## src/rtl/ram_dma.sv

```systemverilog
// ram_dma: single-clock block-transfer initiator for the 256x32 data RAM.
// Copies len words from src_addr to dst_addr (ascending, pointers wrap
// modulo 2^AW), one read cycle plus one write cycle per word. Holds the RAM
// port for the whole transfer; all outputs are registered.
//
// Optional feature macro: RAM_DMA_FILL_EN
//   defined   -> mode/fill_data ports exist; mode=1 writes fill_data to len
//                consecutive words at one cycle per word (no reads).
//   undefined -> copy-only block.
//
// Ports:
//   clk, reset        clock, synchronous active-high reset
//   start             transfer request, sampled only in IDLE
//   src_addr/dst_addr first source / destination word address
//   len               word count 0..2^AW (AW+1 bits)
//   busy, done        transfer in progress / one-cycle completion pulse
//   nce               RAM chip enable, active-low
//   MemRead/MemWrite  RAM strobes, never high together
//   address, wdata    RAM word address / write data
//   rdata             RAM read data (valid while nce=0 and MemRead=1)
//   mode, fill_data   fill select and pattern (RAM_DMA_FILL_EN only)
module ram_dma #(
  parameter int unsigned AW = 8,
  parameter int unsigned DW = 32
) (
  input  logic          clk,
  input  logic          reset,
  input  logic          start,
  input  logic [AW-1:0] src_addr,
  input  logic [AW-1:0] dst_addr,
  input  logic [AW:0]   len,
  output logic          busy,
  output logic          done,
  output logic          nce,
  output logic          MemRead,
  output logic          MemWrite,
  output logic [AW-1:0] address,
  output logic [DW-1:0] wdata,
  input  logic [DW-1:0] rdata
`ifdef RAM_DMA_FILL_EN
  ,
  input  logic          mode,
  input  logic [DW-1:0] fill_data
`endif
);

  typedef enum logic [1:0] {IDLE, RD, WR, DONE} state_t;

  state_t        state, next_state;
  logic [AW-1:0] src_p, src_p_nxt;
  logic [AW-1:0] dst_p, dst_p_nxt;
  logic [AW:0]   rem, rem_nxt;

  // Transfer mode as latched at start, and the mode the next cycle will use.
  logic          fill_cur;
  logic          fill_nxt;
  logic          start_fill;
  logic [DW-1:0] pattern_nxt;

`ifdef RAM_DMA_FILL_EN
  logic          mode_r, mode_nxt;
  logic [DW-1:0] fill_r, fill_r_nxt;

  assign fill_cur    = mode_r;
  assign fill_nxt    = mode_nxt;
  assign start_fill  = mode;
  assign pattern_nxt = fill_r_nxt;
`else
  assign fill_cur    = 1'b0;
  assign fill_nxt    = 1'b0;
  assign start_fill  = 1'b0;
  assign pattern_nxt = '0;
`endif

  logic          nce_nxt, rd_nxt, wr_nxt, busy_nxt, done_nxt;
  logic [AW-1:0] address_nxt;
  logic [DW-1:0] wdata_nxt;

  // State, pointer and registered-output update.
  always_ff @(posedge clk) begin
    if (reset) begin
      state    <= IDLE;
      src_p    <= '0;
      dst_p    <= '0;
      rem      <= '0;
      busy     <= 1'b0;
      done     <= 1'b0;
      nce      <= 1'b1;
      MemRead  <= 1'b0;
      MemWrite <= 1'b0;
      address  <= '0;
      wdata    <= '0;
`ifdef RAM_DMA_FILL_EN
      mode_r   <= 1'b0;
      fill_r   <= '0;
`endif
    end else begin
      state    <= next_state;
      src_p    <= src_p_nxt;
      dst_p    <= dst_p_nxt;
      rem      <= rem_nxt;
      busy     <= busy_nxt;
      done     <= done_nxt;
      nce      <= nce_nxt;
      MemRead  <= rd_nxt;
      MemWrite <= wr_nxt;
      address  <= address_nxt;
      wdata    <= wdata_nxt;
`ifdef RAM_DMA_FILL_EN
      mode_r   <= mode_nxt;
      fill_r   <= fill_r_nxt;
`endif
    end
  end

  // Next state plus the pointer/counter values that go with it.
  always_comb begin
    next_state = state;
    src_p_nxt  = src_p;
    dst_p_nxt  = dst_p;
    rem_nxt    = rem;
`ifdef RAM_DMA_FILL_EN
    mode_nxt   = mode_r;
    fill_r_nxt = fill_r;
`endif
    unique case (state)
      IDLE: begin
        if (start) begin
          src_p_nxt = src_addr;
          dst_p_nxt = dst_addr;
          rem_nxt   = len;
`ifdef RAM_DMA_FILL_EN
          mode_nxt   = mode;
          fill_r_nxt = fill_data;
`endif
          if (len == '0)      next_state = DONE;
          else if (start_fill) next_state = WR;
          else                 next_state = RD;
        end
      end
      RD: next_state = WR;
      WR: begin
        src_p_nxt = src_p + AW'(1);
        dst_p_nxt = dst_p + AW'(1);
        rem_nxt   = rem - (AW+1)'(1);
        if (rem == (AW+1)'(1)) next_state = DONE;
        else if (fill_cur)     next_state = WR;
        else                   next_state = RD;
      end
      DONE:    next_state = IDLE;
      default: next_state = IDLE;
    endcase
  end

  // Output values for the coming cycle, derived from where the FSM is going.
  always_comb begin
    nce_nxt     = 1'b1;
    rd_nxt      = 1'b0;
    wr_nxt      = 1'b0;
    address_nxt = address;
    wdata_nxt   = wdata;
    busy_nxt    = (next_state != IDLE);
    done_nxt    = (next_state == DONE);
    unique case (next_state)
      RD: begin
        nce_nxt     = 1'b0;
        rd_nxt      = 1'b1;
        address_nxt = src_p_nxt;
      end
      WR: begin
        nce_nxt     = 1'b0;
        wr_nxt      = 1'b1;
        address_nxt = dst_p_nxt;
        // Copy mode only enters WR from RD, so rdata is the word just read.
        wdata_nxt   = fill_nxt ? pattern_nxt : rdata;
      end
      default: ;
    endcase
  end

endmodule

```

## config.mk

```make
export PLATFORM = sky130hd
export DESIGN_NAME = ram_dma
export DESIGN_NICKNAME = d
export VERILOG_FILES = /design/src/rtl/ram_dma.sv
export SDC_FILE = /design/constraint.sdc
export NUM_CORES = 1
export LEC_CHECK = 0
export CORE_MARGIN = 3
export CORE_UTILIZATION = 50
export DETAILED_ROUTE_END_ITERATION = 10
export PLACE_DENSITY = 0.87
export SLEW_MARGIN = 40
export SYNTH_ARGS = -nofsm -noshare
export SYNTH_HDL_FRONTEND = slang
export SYNTH_SLANG_ARGS = --single-unit
```

## constraint.sdc

```tcl
create_clock -name clk -period 4.8 [get_ports clk]
set_input_delay 0.72 -clock clk [delete_from_list [all_inputs] [get_ports clk]]
set_output_delay 0.72 -clock clk [all_outputs]
set_load 0.02 [all_outputs]
```

==> results.md, run 1 <==
* CTS tree: yes
* Power Density at 341 mW/mm2
* Post-synthesis cell count at 404
* Critical path endpoint category: register
* Antenna diodes at 0
* Kind of critical path: input pin to register
* Row count at 28
* Area growth, synth to finish at 37.4%
* Most frequent cells in the layout: clkdlybuf4s50_1, nand2_1, dfxtp_1
* Cell Area, Synth at 0.00328 mm2
* Multi-input logic area at 0.00162 mm2
* Mux cell area share after synthesis at 0
* Synth Area in XOR/XNOR at 0.00802
* Die H at 86.9 um
* Die area at 0.00756 mm2
* Ys async rst share at 0
* Clock sinks at 72
* Synth area leader: dfxtp_1
* Initial DRC Count at 296
* Sequential area share after synthesis at 0.440
* Final Hold Viols at 0
* Hold WC Path Type: register to register
* Synth Register Bits at 72
* Clock Path Buffers at 2
* Slew @ Worst Pin at 0.762 ns
* Top_reg_cell synth: dfxtp_1
* Yosys top cell area share at 0.440
* Avg WL per Cell at 16.4 um
* Synth Area in Compound Gates at 0.231
* Leakage power at 1.61 nW
* Max stage delay on crit path at 0.77 ns
* Worst Path Arrival at 3.28 ns
* Post-CTS resize count at 0
* Setup crit start kind: input pin
* Critical path required time at 5.05 ns
* Synth Area in Simple Gates at 0.228
* Post-detail-place hpwl at 6480 um
* Final period util at 0.632
* Filler Cell Count at 463
* I/O Pins at 105
* DRC viols at 0
* DIE WIDTH at 86.9 um
* Final Non-Filler Cells at 573
* Worst Setup SP: start
* Total GRT Usage at 0.246
* Postcts setup bufs at 0
* Clk Tree Root Cell: clkbuf_8
* DRT Pass-1 Iters at 5
* Fin. max-slew vios at 0
* Hold-fix buffers, CTS at 0
* Vias per std cell at 5.80
* CTS H-Tree Depth at 3
* I/O Buffers at 104
* Final RePlAce weighted congestion at 0.954
* CP cell instances: clkdlybuf4s50_1, nor3b_2, nand4b_1, o311a_1, ha_1, nor2_1, and4_4, a2111oi_2
* Post-Route WL at 9390 um
* HP Start: wdata[31]
* Vias in the first global route at 3034
* RSZ-0062 raised after global routing: no
* Worst-path clk slew at 0.08 ns
* Synth top area cells: dfxtp_1, a21oi_1, nand2_1
* Max-cap violation count at 0
* Crit-path slowest cell: clkdlybuf4s50_1
* CP Max Fanout at 14
* Remaining global-route overflow at 0
* Post-Syn Nets at 471
* Starting Density at 0.534
* Max Fclk at 330 MHz
* Setup total negative slack at 0 ns
* Max VDD drop at 0.000264 V
* Synth cell types at 58
* Adder-cell area share of the yosys netlist at 0.0267
* First-pass GRT wire length at 14700 um
* Headroom to the max-slew limit at 0.491
* Post-Place Cells at 557
* Final Net Count at 560
* Clock skew at 0.0113 ns
* Result of the run: complete, no violations
* Layout cells sized above 1 at 0.0622
* Synthesized area per cell at 8.11 um2
* CTS Buf Count at 9
* Reg-to-reg startpoint: state[0]
* Routed Antenna Nets at 0
* YS warnings at 0
* Worst-Skew Late Latency at 0.35 ns
* Commonest non-fill, non-tap cell in the layout: clkdlybuf4s50_1
* Initial antenna violation count at 0
* Core area at 0.00613 mm2
* Finish-stage setup viols at 0
* Register area at 0.00144 mm2
* Min Tclk post-route at 3.03 ns
* Via count at 3322
* EDFF count, synth at 0
* Largest family of logic cells by synthesized area: compound AO/OA/AOI/OAI gates
* Largest net degree at the start of global routing at 41
[worst paths after layout]
check                     to  slack [ns]  cells past startpoint
setup / recovery  address[6]        1.77                      8
hold / removal     wdata[31]        0.45                      2
setup reg to reg  address[6]        2.06                      8
hold reg to reg    wdata[31]        0.45                      2
[layout make-up]
| class | count | area share |
|---|---|---|
| multi-input combinational | 287 | 0.359 |
| sequential | 72 | 0.320 |
| timing repair buffer | 109 | 0.239 |
| clock buffer | 10 | 0.0284 |
| clock inverter | 6 | 0.0209 |
| tap | 75 | 0.0209 |
| inverter | 14 | 0.0117 |
[sequential cells by signal (all words and copies together), names as in the netlist]
name	flops
wdata	32
nce	1
state	2
address	8
src_p	8
done	1
rem	9
MemRead	1
busy	1
dst_p	8
MemWrite	1
[cells in the mapped netlist (2+ instances only)]
master,instances
dfxtp_1,72
a21oi_1,61
o22a_1,2
nand4_1,2
nor4_1,8
a311oi_1,2
xnor2_1,2
nand4b_1,3
nor3b_1,2
a211oi_1,6
nor3_1,7
buf_2,9
o22ai_1,7
inv_1,14
a22oi_1,3
a222oi_1,2
nand2b_1,5
a31oi_1,4
ha_1,7
buf_4,2
or3_1,3
buf_6,2
o311a_1,2
nor2b_1,3
nand3b_1,3
a21o_1,3
o211ai_1,3
clkbuf_1,16
o21ai_0,15
and2_1,2
nand2_1,77
nor2_1,22
o21a_1,2
nand3_1,7
[per-layer routing]
metal  GRT usage  wire [um]
met5           0          0
met4       0.127        291
met3      0.0416        673
met2       0.388       4550
met1       0.321       3870
[logic make-up (layout without fill, tap and decap cells)]
group	count (synthesis)	count (layout)
simple gates	154	154
compound gates	123	123
flops	72	72
buf+inv	45	139
fa+ha+maj	7	7
xor+xnor	3	3
[critical path, delay by kind of cell]
family,cells,cell delay (ns)
buffers and inverters,1,0.77
AND/OR/NAND/NOR,4,0.74
AO/OA/AOI/OAI,2,0.44
adder cells (fa/ha/maj),1,0.61
[where the power goes]
part	internal, mW	leakage, nW	total, mW	switching, mW
Sequential	0.641	0.591	0.683	0.0413
Combinational	0.151	0.913	0.314	0.163
Clock	0.295	0.107	0.536	0.240
Total	1.09	1.61	1.53	0.444
[stage by stage]
step                area [um2]  hold slack (ns)   util  setup WS (ns)  power (mW)
global route              4500            0.473  0.734           1.66        1.59
CTS                       4500            0.458  0.734           1.84        1.53
floorplan                 3280            0.463      -           2.37       0.867
global placement          4280            0.441  0.698           1.60       0.995
finish                    4500            0.454  0.734           1.77        1.53
detailed placement        4280            0.446  0.698           1.50        1.00
No activity file was read; power rests on OpenSTA's default activity.
==> inputs of run 2 (changes only) <==
CORE_UTILIZATION = 42   (was 50)
PLACE_DENSITY = 0.78   (was 0.87)
clock period = 2.6 ns   (was 4.8 ns; I/O delays follow)
==> run 2 against run 1 <==
  * Critical path type is now register to register
  * Wire length up 2.5%
  * Hold slack better by 0.00094 ns
  * Highest routed layer unchanged
  * Combinational power up 91%
  * Critical endpoint unchanged
==> results.md, run 2 (synthesis gave the netlist of run 1 again) <==
* Worst-path clk slew at 0.08 ns (about the same)
* Starting Density at 0.442 (-0.0921)
* Layout cells sized above 1 at 0.0809 (+0.0186)
* Highest routed layer: met4
* I/O Pins at 105 (unchanged)
* Hold WC Path Type: register to register
* Area growth, synth to finish at 40.9%
* Met2 routed wirelength at 4700 um (+3.4%)
* Clk Tree Root Cell: clkbuf_8
* Post-CTS resize count at 0 (unchanged)
* CTS tree: yes
* DRT Pass-1 Iters at 5 (unchanged)
* RSZ-0062 raised after global routing: no
* CTS H-Tree Depth at 3 (unchanged)
* Final period util at 0.919
* Reg with most FFs: wdata
* Max Fclk at 419 MHz
* Final Net Count at 570 (+1.8%)
* Regs by FF count: wdata x32, rem x9
* Initial DRC Count at 218 (-26%)
* Hold-fix buffers, CTS at 0 (unchanged)
* Via count at 3333 (+0.33%)
* Max reg flops at 32 (unchanged)
* Routed Antenna Nets at 0 (unchanged)
* Die area at 0.00889 mm2 (+18%)
* Final Hold Viols at 0 (unchanged)
* Vias per std cell at 5.50 (-5.1%)
* Slew @ Worst Pin at 0.736 ns (-0.0265 ns)
* Post-detail-place hpwl at 6870 um (+6.1%)
* Multi-input logic area at 0.00162 mm2 (unchanged)
* I/O Buffers at 104 (unchanged)
* Row count at 31 (+11%)
* Worst-Skew Late Latency at 0.34 ns (about the same)
* Commonest non-fill, non-tap cell in the layout: clkdlybuf4s50_1
* DIE WIDTH at 94.3 um (+8.5%)
* Fin. max-slew vios at 0 (unchanged)
* Setup total negative slack at 0 ns (unchanged)
* Initial antenna violation count at 0 (unchanged)
* Max-cap violation count at 0 (unchanged)
* Avg WL per Cell at 15.9 um (-3.1%)
* Largest net degree at the start of global routing at 41 (unchanged)
* CP Max Fanout at 8 (-6)
* Register area at 0.00144 mm2 (unchanged)
* Finish-stage setup viols at 0 (unchanged)
* CTS Buf Count at 9 (unchanged)
* Vias in the first global route at 3208 (+5.7%)
* Max VDD drop at 0.000285 V (+7.9%)
* DRC viols at 0 (unchanged)
* Setup crit start kind: register
* Remaining global-route overflow at 0 (unchanged)
* Postcts setup bufs at 0 (unchanged)
* Clock skew at 0.00902 ns (-0.00227 ns)
* Kind of critical path: register to register
* R2R Setup Slk at 0.21 ns (-1.85 ns)
* Clock Path Buffers at 2 (unchanged)
* First-pass GRT wire length at 15300 um (+4.1%)
* Leakage power at 1.66 nW (+3.3%)
* Post-Route WL at 9620 um (+2.5%)
* Most frequent cells in the layout: clkdlybuf4s50_1, nand2_1, dfxtp_1
* Worst Path Arrival at 2.63 ns (-0.65 ns)
* Core area at 0.00741 mm2 (+21%)
* Total GRT Usage at 0.218 (-0.0276)
* Die H at 94.3 um (+8.5%)
* Power Density at 615 mW/mm2 (+80%)
* Filler Cell Count at 636 (+37%)
* Result of the run: complete, no violations
* Critical path endpoint category: register
* Post-route cell area at 0.00461 mm2 (+2.6%)
* DP Area at 0.00440 mm2 (+2.7%)
* Routed met1 length at 4130 um (+6.8%)
* Antenna diodes at 0 (unchanged)
* Critical path required time at 2.84 ns (-2.21 ns)
* Met3 wire len at 564 um (-16%)
* Min Tclk post-route at 2.39 ns
* Clock sinks at 72 (unchanged)
* Headroom to the max-slew limit at 0.505 (+0.0139)
* Final RePlAce weighted congestion at 0.863 (-9.5%)
run 2: cell count changes in the layout (fill, tap and decap cells not counted), sizes merged:
| cell | delta |
|---|---|
| buf | +10 |
| clkinv | -1 |
run 2: worst max-delay path, cell delays in order (launching register included):
cell	delay, ns
dfxtp_1	0.37
nor4_1	0.44
nand4b_1	0.16
o311a_1	0.33
ha_1	0.44
nor2_1	0.08
and4_4	0.20
a2111oi_2	0.26
run 2: power breakdown:
part / total (mW) / switching [mW] / internal (mW)
Clock: 0.975 / 0.414 / 0.561
Combinational: 0.600 / 0.303 / 0.297
Sequential: 1.26 / 0.0770 / 1.18
run 2: final cells by class:
cell class                 count  share of cell area
multi-input combinational    287               0.350
clock buffer                  10              0.0298
sequential                    72               0.312
clock inverter                 5              0.0176
tap                           99              0.0268
inverter                      14              0.0114
timing repair buffer         119               0.252
run 2: layer usage:
layer	GRT usage	vias up
met4	0.0975	0
met5	0	-
met1	0.279	1544
met2	0.359	147
li1	-	1622
met3	0.0385	20
run 2: path summary, 6_finish.rpt:
path,to,start,depth (start not counted)
max,address[6],rem[4],7
min,wdata[19],wdata[19],2
max reg2reg,address[6],rem[4],7
min reg2reg,wdata[19],wdata[19],2
run 2: metrics by stage:
stage                     worst slack, ns  utilization  hold slack (ns)  total power [mW]  instances
final                               0.211        0.623            0.455              2.84        606
after global routing               0.0188        0.623            0.469              2.97        606
after CTS                           0.213        0.623            0.458              2.86        606
after detailed placement           0.0401        0.593            0.447              1.88        591
after global placement              0.103        0.593            0.441              1.87        591
after floorplan                     0.393            -            0.463              1.60        404
